[src/rtl/snake_pkg.sv]
// Shared snake-game constants, coordinate type and apple-controller state encoding.
package snake_pkg;
    localparam int COORD_W = 11;
    localparam int CELL    = 32;
    localparam int X_MIN   = 16;
    localparam int X_MAX   = 1392;
    localparam int Y_MIN   = 144;
    localparam int Y_MAX   = 848;

    typedef logic [COORD_W-1:0] coord_t;

    typedef enum logic [1:0] {
        SAMPLE = 2'd0,
        QUERY  = 2'd1,
        ACTIVE = 2'd2
    } apple_state_e;

    // A coordinate is a legal cell centre when its offset inside the cell is CELL/2.
    function automatic logic cell_centred(input coord_t c);
        return (c & coord_t'(CELL - 1)) == coord_t'(CELL / 2);
    endfunction
endpackage

[src/rtl/apple_cand_check.sv]
// Combinational grid-range and cell-centre check on an apple candidate position.
module apple_cand_check
    import snake_pkg::*;
(
    input  coord_t x_i,
    input  coord_t y_i,
    output logic   ok_o
);
    logic x_in_range, y_in_range;

    assign x_in_range = (x_i >= coord_t'(X_MIN)) && (x_i <= coord_t'(X_MAX));
    assign y_in_range = (y_i >= coord_t'(Y_MIN)) && (y_i <= coord_t'(Y_MAX));
    assign ok_o       = x_in_range && y_in_range && cell_centred(x_i) && cell_centred(y_i);
endmodule

[src/rtl/apple_eat_ctrl.sv]
// Apple placement and eat detection: validates generator candidates against the grid and the
// snake body store, holds the live apple, and scores hits of the snake head on game ticks.
module apple_eat_ctrl
    import snake_pkg::*;
#(
    parameter int MAX_RETRY = 8,
    parameter int SCORE_W   = 16
) (
    input  logic               clk,
    input  logic               btnrst_n,
    input  logic               tick,
    input  coord_t             snakehead_x,
    input  coord_t             snakehead_y,
    input  coord_t             newapple_x,
    input  coord_t             newapple_y,
    output logic               occ_req,
    output coord_t             occ_x,
    output coord_t             occ_y,
    input  logic               occ_ack,
    input  logic               occ_hit,
    output coord_t             apple_x,
    output coord_t             apple_y,
    output logic               apple_valid,
    output logic               eaten,
    output logic               place_fail,
    output logic [SCORE_W-1:0] score
);
    localparam logic [7:0] RETRY_LIM = 8'(MAX_RETRY);

    apple_state_e       state_q, state_d;
    coord_t             cand_x_q, cand_x_d, cand_y_q, cand_y_d;
    coord_t             apple_x_q, apple_x_d, apple_y_q, apple_y_d;
    logic               occ_req_q, occ_req_d;
    logic               valid_q, valid_d;
    logic               eaten_q, eaten_d;
    logic               pfail_q, pfail_d;
    logic [SCORE_W-1:0] score_q, score_d;
    logic [7:0]         retry_q, retry_d, retry_inc;
    logic               cand_ok, head_hit;

    apple_cand_check u_check (
        .x_i  (newapple_x),
        .y_i  (newapple_y),
        .ok_o (cand_ok)
    );

    assign head_hit  = (snakehead_x == apple_x_q) && (snakehead_y == apple_y_q);
    // Saturates at the limit so the counter never wraps for small MAX_RETRY widths.
    assign retry_inc = (retry_q >= RETRY_LIM) ? retry_q : retry_q + 8'd1;

    always_comb begin
        state_d   = state_q;
        cand_x_d  = cand_x_q;
        cand_y_d  = cand_y_q;
        apple_x_d = apple_x_q;
        apple_y_d = apple_y_q;
        occ_req_d = occ_req_q;
        valid_d   = valid_q;
        eaten_d   = 1'b0;
        pfail_d   = 1'b0;
        score_d   = score_q;
        retry_d   = retry_q;
        case (state_q)
            SAMPLE: begin
                cand_x_d = newapple_x;
                cand_y_d = newapple_y;
                if (!cand_ok) begin
                    retry_d = retry_inc;
                end else if (retry_q >= RETRY_LIM) begin
                    // Too many rejects: place without asking the body store.
                    apple_x_d = newapple_x;
                    apple_y_d = newapple_y;
                    valid_d   = 1'b1;
                    pfail_d   = 1'b1;
                    retry_d   = '0;
                    state_d   = ACTIVE;
                end else begin
                    occ_req_d = 1'b1;
                    state_d   = QUERY;
                end
            end
            QUERY: begin
                if (occ_ack) begin
                    occ_req_d = 1'b0;
                    if (occ_hit) begin
                        retry_d = retry_inc;
                        state_d = SAMPLE;
                    end else begin
                        apple_x_d = cand_x_q;
                        apple_y_d = cand_y_q;
                        valid_d   = 1'b1;
                        retry_d   = '0;
                        state_d   = ACTIVE;
                    end
                end
            end
            ACTIVE: begin
                if (tick && head_hit) begin
                    eaten_d = 1'b1;
                    valid_d = 1'b0;
                    if (score_q != '1) score_d = score_q + SCORE_W'(1);
                    state_d = SAMPLE;
                end
            end
            default: state_d = SAMPLE;
        endcase
    end

    always_ff @(posedge clk or negedge btnrst_n) begin
        if (!btnrst_n) begin
            state_q   <= SAMPLE;
            cand_x_q  <= '0;
            cand_y_q  <= '0;
            apple_x_q <= coord_t'(X_MIN);
            apple_y_q <= coord_t'(Y_MIN);
            occ_req_q <= 1'b0;
            valid_q   <= 1'b0;
            eaten_q   <= 1'b0;
            pfail_q   <= 1'b0;
            score_q   <= '0;
            retry_q   <= '0;
        end else begin
            state_q   <= state_d;
            cand_x_q  <= cand_x_d;
            cand_y_q  <= cand_y_d;
            apple_x_q <= apple_x_d;
            apple_y_q <= apple_y_d;
            occ_req_q <= occ_req_d;
            valid_q   <= valid_d;
            eaten_q   <= eaten_d;
            pfail_q   <= pfail_d;
            score_q   <= score_d;
            retry_q   <= retry_d;
        end
    end

    // The query address is the candidate register; it only moves while in SAMPLE.
    assign occ_req     = occ_req_q;
    assign occ_x       = cand_x_q;
    assign occ_y       = cand_y_q;
    assign apple_x     = apple_x_q;
    assign apple_y     = apple_y_q;
    assign apple_valid = valid_q;
    assign eaten       = eaten_q;
    assign place_fail  = pfail_q;
    assign score       = score_q;
endmodule
[config.mk]
export PLATFORM = sky130hd
export DESIGN_NAME = apple_eat_ctrl
export DESIGN_NICKNAME = d
export VERILOG_FILES = /design/src/rtl/snake_pkg.sv /design/src/rtl/apple_cand_check.sv /design/src/rtl/apple_eat_ctrl.sv
export SDC_FILE = /design/constraint.sdc
export NUM_CORES = 1
export LEC_CHECK = 0
export ABC_AREA = 0
export CAP_MARGIN = 30
export CORE_ASPECT_RATIO = 0.8
export CORE_MARGIN = 3
export CORE_UTILIZATION = 45
export CTS_CLUSTER_SIZE = 25
export DETAILED_ROUTE_END_ITERATION = 12
export PLACE_DENSITY = 0.78
export SYNTH_ARGS = -nofsm -noshare
export SYNTH_HDL_FRONTEND = slang
export SYNTH_HIERARCHICAL = 1
export SYNTH_SLANG_ARGS = --single-unit
[constraint.sdc]
create_clock -name clk -period 2.6 [get_ports clk]
set_input_delay 0.52 -clock clk [delete_from_list [all_inputs] [get_ports clk]]
set_output_delay 0.52 -clock clk [all_outputs]
set_load 0.01 [all_outputs]
==> results of run 1 <==
-- layout make-up --
cell class / count / area [um2]
Sequential cell: 74 / 1860
Tap cell: 105 / 131
Multi-Input combinational cell: 248 / 1620
Clock inverter: 2 / 12.5
Clock buffer: 14 / 173
Fill cell: 596 / 2190
Timing Repair Buffer: 147 / 1500
Inverter: 4 / 15.0
-- kinds of logic (layout without fill, tap and decap cells) --
| family | after synthesis | in the layout | share of synthesized area |
|---|---|---|---|
| compound gates | 37 | 37 | 0.0735 |
| mux | 25 | 25 | 0.0795 |
| xor+xnor | 38 | 38 | 0.0945 |
| simple gates | 145 | 145 | 0.192 |
| flops | 74 | 74 | 0.527 |
| buf+inv | 19 | 167 | 0.0227 |
| fa+ha+maj | 3 | 3 | 0.0107 |
-- power breakdown --
| group | internal, mW | switching, mW |
|---|---|---|
| Clock | 0.424 | 0.413 |
| Sequential | 1.25 | 0.0959 |
| Combinational | 0.347 | 0.274 |
-- flip-flops by register name, summed over array words and instances, names as in the netlist --
signal	count
apple_y	11
occ_req	1
place_fail	1
apple_valid	1
apple_x	11
score	16
occ_y	11
eaten	1
state_q	2
occ_x	11
retry_q	8
-- per-stage QoR --
step           total power, mW  cell area [um2]  hold WS, ns
6_report                  2.81             5310        0.310
5_1_grt                   2.94             5310        0.361
4_1_cts                   2.82             5140        0.330
3_5_place_dp              1.98             4950        0.487
3_3_place_gp              1.96             4950        0.485
2_1_floorplan             1.63             3520        0.224
-- cells in the final DEF (no fill, tap or decap), drive strengths merged, types with 2 or more instances in the layout --
cell type / Yosys / layout
clkdlybuf4s50: 0 / 104
dfrtp: 71 / 71
nand2: 59 / 59
nor2: 41 / 41
buf: 2 / 33
mux2: 24 / 24
xor2: 23 / 23
a31oi: 22 / 22
clkbuf: 13 / 17
xnor2: 15 / 15
nand4: 9 / 9
nand3: 7 / 7
dlymetal6s2s: 0 / 7
nor4: 7 / 7
o21ai: 6 / 6
nor3: 5 / 5
inv: 4 / 4
nor2b: 4 / 4
a21oi: 4 / 4
and3: 3 / 3
ha: 3 / 3
dfstp: 3 / 3
nand2b: 2 / 2
or3: 2 / 2
or4: 2 / 2
-- worst max-delay path by stage --
stage | depth (start not counted) | startpoint | end
after floorplan | 9 | newapple_x[1] | apple_x[4]
after global placement | 9 | newapple_y[9] | retry_q[2]
after detailed placement | 10 | newapple_x[1] | apple_x[2]
after CTS | 10 | newapple_x[1] | apple_y[1]
after global routing | 11 | newapple_x[0] | apple_x[8]
final | 11 | newapple_x[0] | apple_x[8]
-- per-layer routing --
metal / up-vias / share of wire / track usage
met1: 1529 / 0.43 / 0.286
met3: 18 / 0.081 / 0.0776
met4: 0 / 0.020 / 0.0822
met5: - / 0 / 0
met2: 120 / 0.47 / 0.352
li1: 1464 / - / -
-- worst max-delay path: stages --
cell and delay (ns):
clkdlybuf4s50_1 0.45, buf_4 0.17, a41o_2 0.22, a311oi_2 0.35
o21ai_1 0.15, mux2_4 0.31, nor2_4 0.13, buf_12 0.15
clkbuf_16 0.14, nor2_1 0.04, a31oi_1 0.15
-- what timing repair did --
item | 4_1_cts | 5_1_grt
resized for setup | 0 | 14
setup buffers | 0 | 4
setup endpoints to repair | 0 | 23
==> flow_summary_export.csv, run 1 <==
group,metric,value,unit
clock_tree,cts_tree,"built",
floorplan,die_h,85.1,um
job,maxCapViolCount,0,
route,drc,0,
placed_design,dp.cells,571,
synthesis,synth_edf_count,0,
critical_path,rrSetupSlack,0.36,ns
timing,fin_ws,0.0800,ns
route,ant_nets,0,
layout,area_delta_synth_final,50.6,%
global_route,grt_pass1_vias,3102,
clock_tree,cts_hold_buf,0,
layout,n_antenna_cell,0,
critical_path,r2r_cells,6,
critical_path,rr_startpoint,"apple_y[7]",
floorplan,pin_count,113,
timing,fmax,397,MHz
layout,finalCoreUtilization,0.708,
pwr,power.density,529,nW/um2
synthesis,ys_ff_latch,74,
layout,final_nets,536,
timing,hold_violations,0,
synthesis,syn-mean-instance-area,10.3,um2
global_route,antenna_found_initial,0,
route,wl_per_cell,17.1,um
floorplan,row_count,28,
synthesis,synth_cell_type_count,37,
clock_tree,h-tree-depth,3,
synthesis,ys_seq_area_frac,0.527,
pwr,power_leakage,2.35,nW
floorplan,fp.dieW,105,um
synthesis,ys_top_cells_by_count,"dfrtp_1, nand2_1, nor2_1, mux2_2, xor2_1",
floorplan,die_area,8930,um2
critical_path,end_kind,"flip-flop",
global_route,gr-total-overflow,0,
route,firstDrtPassIters,4,
placed_design,dp_hpwl,7160,um
hold_path,hold_class,"in -> async",
layout,fin_cells,594,
synthesis,synth_area_leader_cell,"dfrtp_1",
clock_tree,cts-buffers-inserted,9,
synthesis,synth_most_common_cell,"dfrtp_1",
route,vias,3131,
global_route,grt_start_max_net_pins,75,
global_route,grt_pass1_wl,15500,um
placed_design,place.gp.congestion,0.872,
synthesis,synthCells,341,
layout,drive_gt1_frac,0.182,
placed_design,dp_slack,-0.336,ns
critical_path,r2r-end,"score[1]",
timing,setup_tns,0,ns
clock_tree,root_buffer,"clkbuf_8",
placed_design,port_buffers,112,
critical_path,path_max_fanout,6,
synthesis,ys_async_sr_fraction,1.00,
clock_tree,clock_latency,0.35,ns
critical_path,critical_path_class,"in -> reg",
floorplan,start_util,0.470,
synthesis,synth_flop_cell,"dfrtp_1",
clock_tree,cts_sinks,74,
critical_path,crit_path_start_kind,"primary input",
route,drt_iter0_drc,205,
timing,fin_worst_skew,0.00893,ns
timing,max_slew.worst_pin.slew,0.922,ns
route,wirelength,10200,um
global_route,track_usage,0.223,
run_status,status,"complete, no violations",
floorplan,core,7500,um2
pwr,peakVddDrop,0.000283,V
route,viasPerCell,5.27,
timing,min_period,2.52,ns
clock_tree,clockBufferDepth,2,
timing,maxSlewViolCount,0,
clock_tree,clk_pin_slew_worst_paths,0.08,ns
timing,fin_crit_sh,0.969,
synthesis,netlist_area,3520,um2
synthesis,ys_top_cells_by_area,"dfrtp_1, mux2_2, nand2_1, xor2_1, nor2_1",
synthesis,yosysTopAreaCellShare,0.504,
critical_path,cp.required,2.87,ns
synthesis,ys_warn_count,6,
timing,relSlewSlack,0.386,
timing,finalSetupViolCount,0,
synthesis,synth_nets,393,
critical_path,worstPathArrival,2.79,ns
Note: power is estimated with default switching activity, not from simulation.
==> inputs of run 2 (changes only) <==
--- a/config.mk
+++ b/config.mk
@@ -9,10 +9,12 @@
 export CAP_MARGIN = 30
 export CORE_ASPECT_RATIO = 0.8
 export CORE_MARGIN = 3
-export CORE_UTILIZATION = 45
+export CORE_UTILIZATION = 42
+export CTS_CLUSTER_DIAMETER = 100
 export CTS_CLUSTER_SIZE = 25
 export DETAILED_ROUTE_END_ITERATION = 12
-export PLACE_DENSITY = 0.78
+export HOLD_SLACK_MARGIN = 0.06
+export PLACE_DENSITY = 0.77
 export SYNTH_ARGS = -nofsm -noshare
 export SYNTH_HDL_FRONTEND = slang
 export SYNTH_HIERARCHICAL = 1
==> constraint.sdc (replaced) <==
create_clock -name clk -period 2.1 [get_ports clk]
set_input_delay 0.42 -clock clk [delete_from_list [all_inputs] [get_ports clk]]
set_output_delay 0.42 -clock clk [all_outputs]
set_load 0.01 [all_outputs]
==> run 2 against run 1 <==
The flow now finishes with violations (negative setup slack). Die area up 6.7%. Cell count increased by 6.1%. Sequential share of layout area decreased by 3.9 points. Critical path depth is 1 higher. Largest power group unchanged. Routed wire length grew 20%. Hold slack worse by 0.0061 ns. Clock skew increased by 0.00062 ns. Global-route usage is 3.4 points higher. Core utilization increased by 3.6 points. Sequential cell count unchanged.
==> flow_summary_export.csv, run 2 (synthesis gave the netlist of run 1 again) <==
group,metric,value,unit
run_status,status,"finished, violations left",
run_status,violations,"negative setup slack",
critical_path,critPathMaxStageDelay,0.32,ns
global_route,use_met2,0.422,
timing,relSlewSlack,0.605,
critical_path,cp-startpoint,"newapple_x[2]",
floorplan,pin_count,113,
route,wirelength,12200,um
placed_design,port_buffers,112,
critical_path,path_max_fanout,6,
floorplan,core,8060,um2
clock_tree,cts-buffers-inserted,9,
layout,area_delta_synth_final,70.1,%
layout,largest_reg_flops,16,
floorplan,start_util,0.437,
timing,fmax,438,MHz
critical_path,worstPathCellList,"buf_8, nor4b_4, nand4_1, a311oi_4, buf_4, o21ai_4, mux2_4, nor2_4, buf_12, buf_12, buf_16, a31oi_1",
hold_path,hold_class,"in -> reg",
pwr,power_leakage,2.63,nW
critical_path,end_kind,"flip-flop",
global_route,track_usage,0.257,
pwr,p_comb_frac,0.237,
floorplan,row_count,29,
layout,fin_cells,630,
route,firstDrtPassIters,5,
route,ant_nets,0,
pwr,p_sw_frac,0.291,
timing,min_period,2.28,ns
timing,fin_worst_skew,0.00955,ns
pwr,p_int,2.75,mW
critical_path,cp_top_family,"buffers and inverters",
floorplan,fp.dieW,108,um
timing,setup_tns,-4.13,ns
timing,maxSlewViolCount,0,
placed_design,placed_cell_area,5090,um2
critical_path,critical_path_buf_inv_count,5,
global_route,grt-busiest-layer,"met2",
layout,final_cell_mix,"clkdlybuf4s50_1, dfrtp_1, nand2_1, buf_4",
clock_tree,clockBufferDepth,2,
clock_tree,cts_tree,"built",
timing,holdWs,0.304,ns
global_route,grt_pass1_vias,3577,
timing,max_slew.worst_pin.slew,0.591,ns
layout,layout_commonest_cell,"clkdlybuf4s50_1",
placed_design,dp_hpwl,7580,um
timing,hold_violations,0,
critical_path,worstPathArrival,2.53,ns
layout,fin_area,5990,um2
route,drc,0,
clock_tree,root_buffer,"clkbuf_8",
route,wl_per_cell,19.4,um
global_route,gr-usage-met1,0.315,
clock_tree,clock_latency,0.36,ns
global_route,gr-total-overflow,0,
critical_path,rr_startpoint,"retry_q[4]",
global_route,antenna_found_initial,1,
critical_path,cp.required,2.34,ns
global_route,grt_start_max_net_pins,49,
timing,fin_ws,-0.182,ns
layout,final_nets,568,
clock_tree,h-tree-depth,3,
clock_tree,clk_pin_slew_worst_paths,0.09,ns
route,vias,3425,
critical_path,crit_path_start_kind,"primary input",
floorplan,die_h,87.9,um
critical_path,cp_common_cell,"buf_12",
critical_path,crit_slowest_cell,"a311oi_4",
placed_design,dp_slack,-0.706,ns
timing,grt_setup_unrepaired,"yes",
route,viasPerCell,5.44,
route,drt_iter0_drc,247,
hold_path,hold_path_startpoint,"newapple_y[0]",
clock_tree,cts_sinks,74,
critical_path,critical_path_class,"in -> reg",
pwr,p_total,3.88,mW
global_route,use_met3,0.0789,
floorplan,die_area,9530,um2
pwr,power.density,647,nW/um2
pwr,p_clk_frac,0.330,
placed_design,dp.cells,588,
pwr,seq_power_share,0.433,
layout,drive_gt1_frac,0.347,
global_route,grt_pass1_wl,18700,um
timing,finalSetupViolCount,32,
job,maxCapViolCount,0,
pwr,switching_power,1.13,mW
placed_design,place.gp.congestion,0.866,
layout,finalCoreUtilization,0.744,
timing,fin_crit_sh,1.09,
pwr,peakVddDrop,0.000473,V
## run 2: changes by cell type in the layout (fill, tap and decap cells not counted), sizes merged, moves of 2 or more
| cell | previous run | this run |
|---|---|---|
| bufinv | 0 | 2 |
| dlymetal6s2s | 7 | 5 |
| clkdlybuf4s50 | 104 | 84 |
| buf | 33 | 78 |
| clkdlybuf4s15 | 0 | 4 |
| clkbuf | 17 | 11 |
| dlygate4sd2 | 0 | 6 |
## run 2: path summary, 6_finish.rpt
check | end | slack (ns) | depth (start not counted)
min in group asynchronous | occ_y[5] | 0.52 | 2
min | occ_y[0] | 0.30 | 2
max in group asynchronous | apple_x[4] | 0.96 | 3
min reg2reg | score[15] | 0.49 | 1
max reg2reg | retry_q[3] | -0.04 | 5
max | apple_x[9] | -0.18 | 12
## run 2: final cells by class
cell class                 instances  area (um2)
antenna                            1        2.50
clock buffer                      10         138
clock inverter                     6        88.8
fill                             517        2060
inverter                           4        15.0
multi-input combinational        248        1990
sequential                        74        1860
tap                              108         135
timing repair buffer             179        1760
## run 2: per-layer routing
layer  share of wire  up-vias
met1            0.40     1699
met5               0        -
met4           0.026        0
li1                -     1531
met2            0.49      170
met3           0.090       25
## run 2: power groups by stage
stage / registers, mW / clock network [mW] / logic, mW
finish: 1.68 / 1.28 / 0.919
global route: 1.69 / 1.35 / 0.983
CTS: 1.67 / 1.27 / 0.815
detailed placement: 1.69 / 0 / 0.790
global placement: 1.68 / 0 / 0.772
floorplan: 1.70 / 0 / 0.320
## run 2: timing repair
| item | CTS | global route |
|---|---|---|
| pin swaps | 17 | 22 |
| gates cloned | 4 | 0 |
| hold buffers | 1 | 0 |
| resized for setup | 102 | 69 |
| setup buffers | 16 | 5 |
| endpoints found under the hold margin | 24 | 0 |
| setup endpoints to repair | 35 | 44 |
## run 2: worst register-to-register path, cell delays in order (launching register included)
cell and delay, ns:
dfrtp_1 0.39, or4_4 0.58, or2_4 0.29, a2111oi_4 0.44, a41oi_1 0.24, nor2_4 0.14
==> inputs of run 3 (changes only) <==
--- a/config.mk
+++ b/config.mk
@@ -9,12 +9,13 @@
 export CAP_MARGIN = 30
 export CORE_ASPECT_RATIO = 0.8
 export CORE_MARGIN = 3
-export CORE_UTILIZATION = 42
+export CORE_UTILIZATION = 45
 export CTS_CLUSTER_DIAMETER = 100
 export CTS_CLUSTER_SIZE = 25
 export DETAILED_ROUTE_END_ITERATION = 12
 export HOLD_SLACK_MARGIN = 0.06
-export PLACE_DENSITY = 0.77
+export MAX_ROUTING_LAYER = met4
+export PLACE_DENSITY = 0.78
 export SYNTH_ARGS = -nofsm -noshare
 export SYNTH_HDL_FRONTEND = slang
 export SYNTH_HIERARCHICAL = 1
==> constraint.sdc (replaced) <==
create_clock -name clk -period 2.47 [get_ports clk]
set_input_delay 0.494 -clock clk [delete_from_list [all_inputs] [get_ports clk]]
set_output_delay 0.494 -clock clk [all_outputs]
set_load 0.01 [all_outputs]
==> run 3 against run 2 <==
The run now ends clean. Non-clock buffer count down 36. Combinational power down 29%. Global-route usage down 2.4 points. Sequential power decreased by 15%. Count of clock-buffer cells in the layout is 1 higher. Cell count decreased by 6.3%. Worst setup slack gained 0.26 ns. Clock power is 22% lower. Total power fell by 21%. Design area shrank 12%. Clock skew about the same. Largest cell class is now registers. Largest power group unchanged.
==> flow_summary_export.csv, run 3 (synthesis gave the netlist of run 1 again) <==
group,metric,value,unit
run_status,status,"complete, no violations",
global_route,grt_start_max_net_pins,75,
floorplan,pin_count,113,
placed_design,dp_slack,-0.497,ns
global_route,antenna_found_initial,0,
floorplan,start_util,0.470,
timing,fin_crit_sh,0.968,
timing,fin_worst_skew,0.00965,ns
layout,n_antenna_cell,0,
timing,setup_tns,0,ns
job,maxCapViolCount,0,
critical_path,worstPathCellList,"clkdlybuf4s50_1, a21oi_1, o21ai_2, a311oi_4, o21ai_2, mux2_4, nor2_4, buf_6, nor2_1, a31oi_1",
clock_tree,clockBufferDepth,2,
critical_path,cp.required,2.73,ns
critical_path,crit_path_start_kind,"primary input",
floorplan,row_count,28,
clock_tree,cts_hold_buf,0,
pwr,power.density,584,nW/um2
floorplan,die_area,8930,um2
layout,final_nets,532,
layout,largest_reg_flops,16,
critical_path,rrSetupSlack,0.35,ns
route,wirelength,10100,um
placed_design,dp_hpwl,7080,um
critical_path,critical_path_class,"in -> reg",
global_route,grt_pass1_vias,3166,
floorplan,core,7500,um2
critical_path,path_max_fanout,10,
timing,maxSlewViolCount,0,
layout,area_delta_synth_final,49.2,%
critical_path,cp_top_family,"compound AO/OA/AOI/OAI gates",
route,wl_per_cell,17.0,um
critical_path,critPathMaxStageDelay,0.46,ns
critical_path,cp_common_cell,"o21ai_2",
critical_path,worstPathArrival,2.65,ns
placed_design,place.gp.congestion,0.849,
clock_tree,clk_pin_slew_worst_paths,0.08,ns
clock_tree,h-tree-depth,3,
timing,relSlewSlack,0.397,
timing,holdWs,0.260,ns
timing,finalSetupViolCount,0,
placed_design,port_buffers,112,
clock_tree,cts_tree,"built",
critical_path,end_kind,"flip-flop",
global_route,grt_pass1_wl,15800,um
timing,max_slew.worst_pin.slew,0.904,ns
critical_path,critical_path_buf_inv_count,2,
layout,drive_gt1_frac,0.186,
timing,hold_violations,0,
route,drt_iter0_drc,163,
route,viasPerCell,5.38,
layout,final_cell_mix,"clkdlybuf4s50_1, dfrtp_1, nand2_1, nor2_1, buf_4",
route,drc,0,
route,ant_nets,0,
layout,layout_commonest_cell,"clkdlybuf4s50_1",
timing,fmax,418,MHz
route,vias,3174,
floorplan,die_h,85.1,um
clock_tree,cts-buffers-inserted,9,
placed_design,dp.cells,571,
floorplan,fp.dieW,105,um
clock_tree,cts_sinks,74,
critical_path,crit_slowest_cell,"clkdlybuf4s50_1",
layout,fin_cells,590,
global_route,gr-total-overflow,0,
clock_tree,root_buffer,"clkbuf_8",
clock_tree,clock_latency,0.36,ns
timing,min_period,2.39,ns
pwr,peakVddDrop,0.000307,V
pwr,power_leakage,2.30,nW
route,firstDrtPassIters,5,
hold_path,hold_class,"in -> async",
global_route,track_usage,0.233,
timing,fin_ws,0.0798,ns
[run 3: cell types whose count changed in the layout (fill, tap and decap cells not counted), moves of 6 or more]
cell / change
a31oi_1: +6
buf_4: -24
buf_6: -9
clkdlybuf4s50_1: +16
nor2_1: +15
nor2_4: -13
[run 3: worst register-to-register path, delay by kind of cell (launching register included)]
family | cells | cell delay, ns
multiplexers | 1 | 0.33
XOR/XNOR | 1 | 0.20
AND/OR/NAND/NOR | 3 | 0.87
flip-flops | 1 | 0.41
buffers and inverters | 1 | 0.19
[run 3: where the power goes]
part	internal, mW	switching [mW]	leakage (nW)
Clock	0.525	0.475	0.0982
Sequential	1.32	0.101	0.944
Combinational	0.359	0.289	1.26
[run 3: final cells by class]
cell class,count,area (um2)
Timing Repair Buffer,143,1400
Inverter,4,15.0
Tap cell,105,131
Sequential cell,74,1860
Fill cell,584,2240
Multi-Input combinational cell,248,1650
Clock buffer,11,151
Clock inverter,5,61.3
[run 3: through the flow]
stage | util | instance area [um2] | power (mW)
CTS | 0.697 | 5230 | 3.07
detailed placement | 0.661 | 4950 | 2.08
global route | 0.701 | 5260 | 3.18
floorplan | - | 3530 | 1.72
finish | 0.701 | 5260 | 3.07
global placement | 0.661 | 4950 | 2.06
[run 3: path summary, 6_finish.rpt]
| check | startpoint | endpoint | depth (start not counted) |
|---|---|---|---|
| worst min register to register | score[12] | score[12] | 1 |
| max in group asynchronous | btnrst_n | score[2] | 1 |
| min in group clk | newapple_y[4] | apple_y[4] | 3 |
| worst max register to register | apple_x[6] | score[1] | 6 |
| worst min-delay path | btnrst_n | apple_y[8] | 1 |
| worst max-delay path | newapple_y[7] | apple_y[9] | 10 |
[run 3: timing repair]
item                                   in CTS  in global routing
setup buffers                               2                  1
setup endpoints to repair                  22                 27
endpoints found under the hold margin       0                  0
gates cloned                                1                  1
pin swaps                                   4                  5
resized for setup                          16                  9
[run 3: layer usage]
layer,vias to the layer above,GRT usage,wire length (um)
met5,-,-,0
met1,1556,0.302,4450
met4,0,0.0596,154
li1,1454,-,-
met2,146,0.361,4690
met3,18,0.0692,757
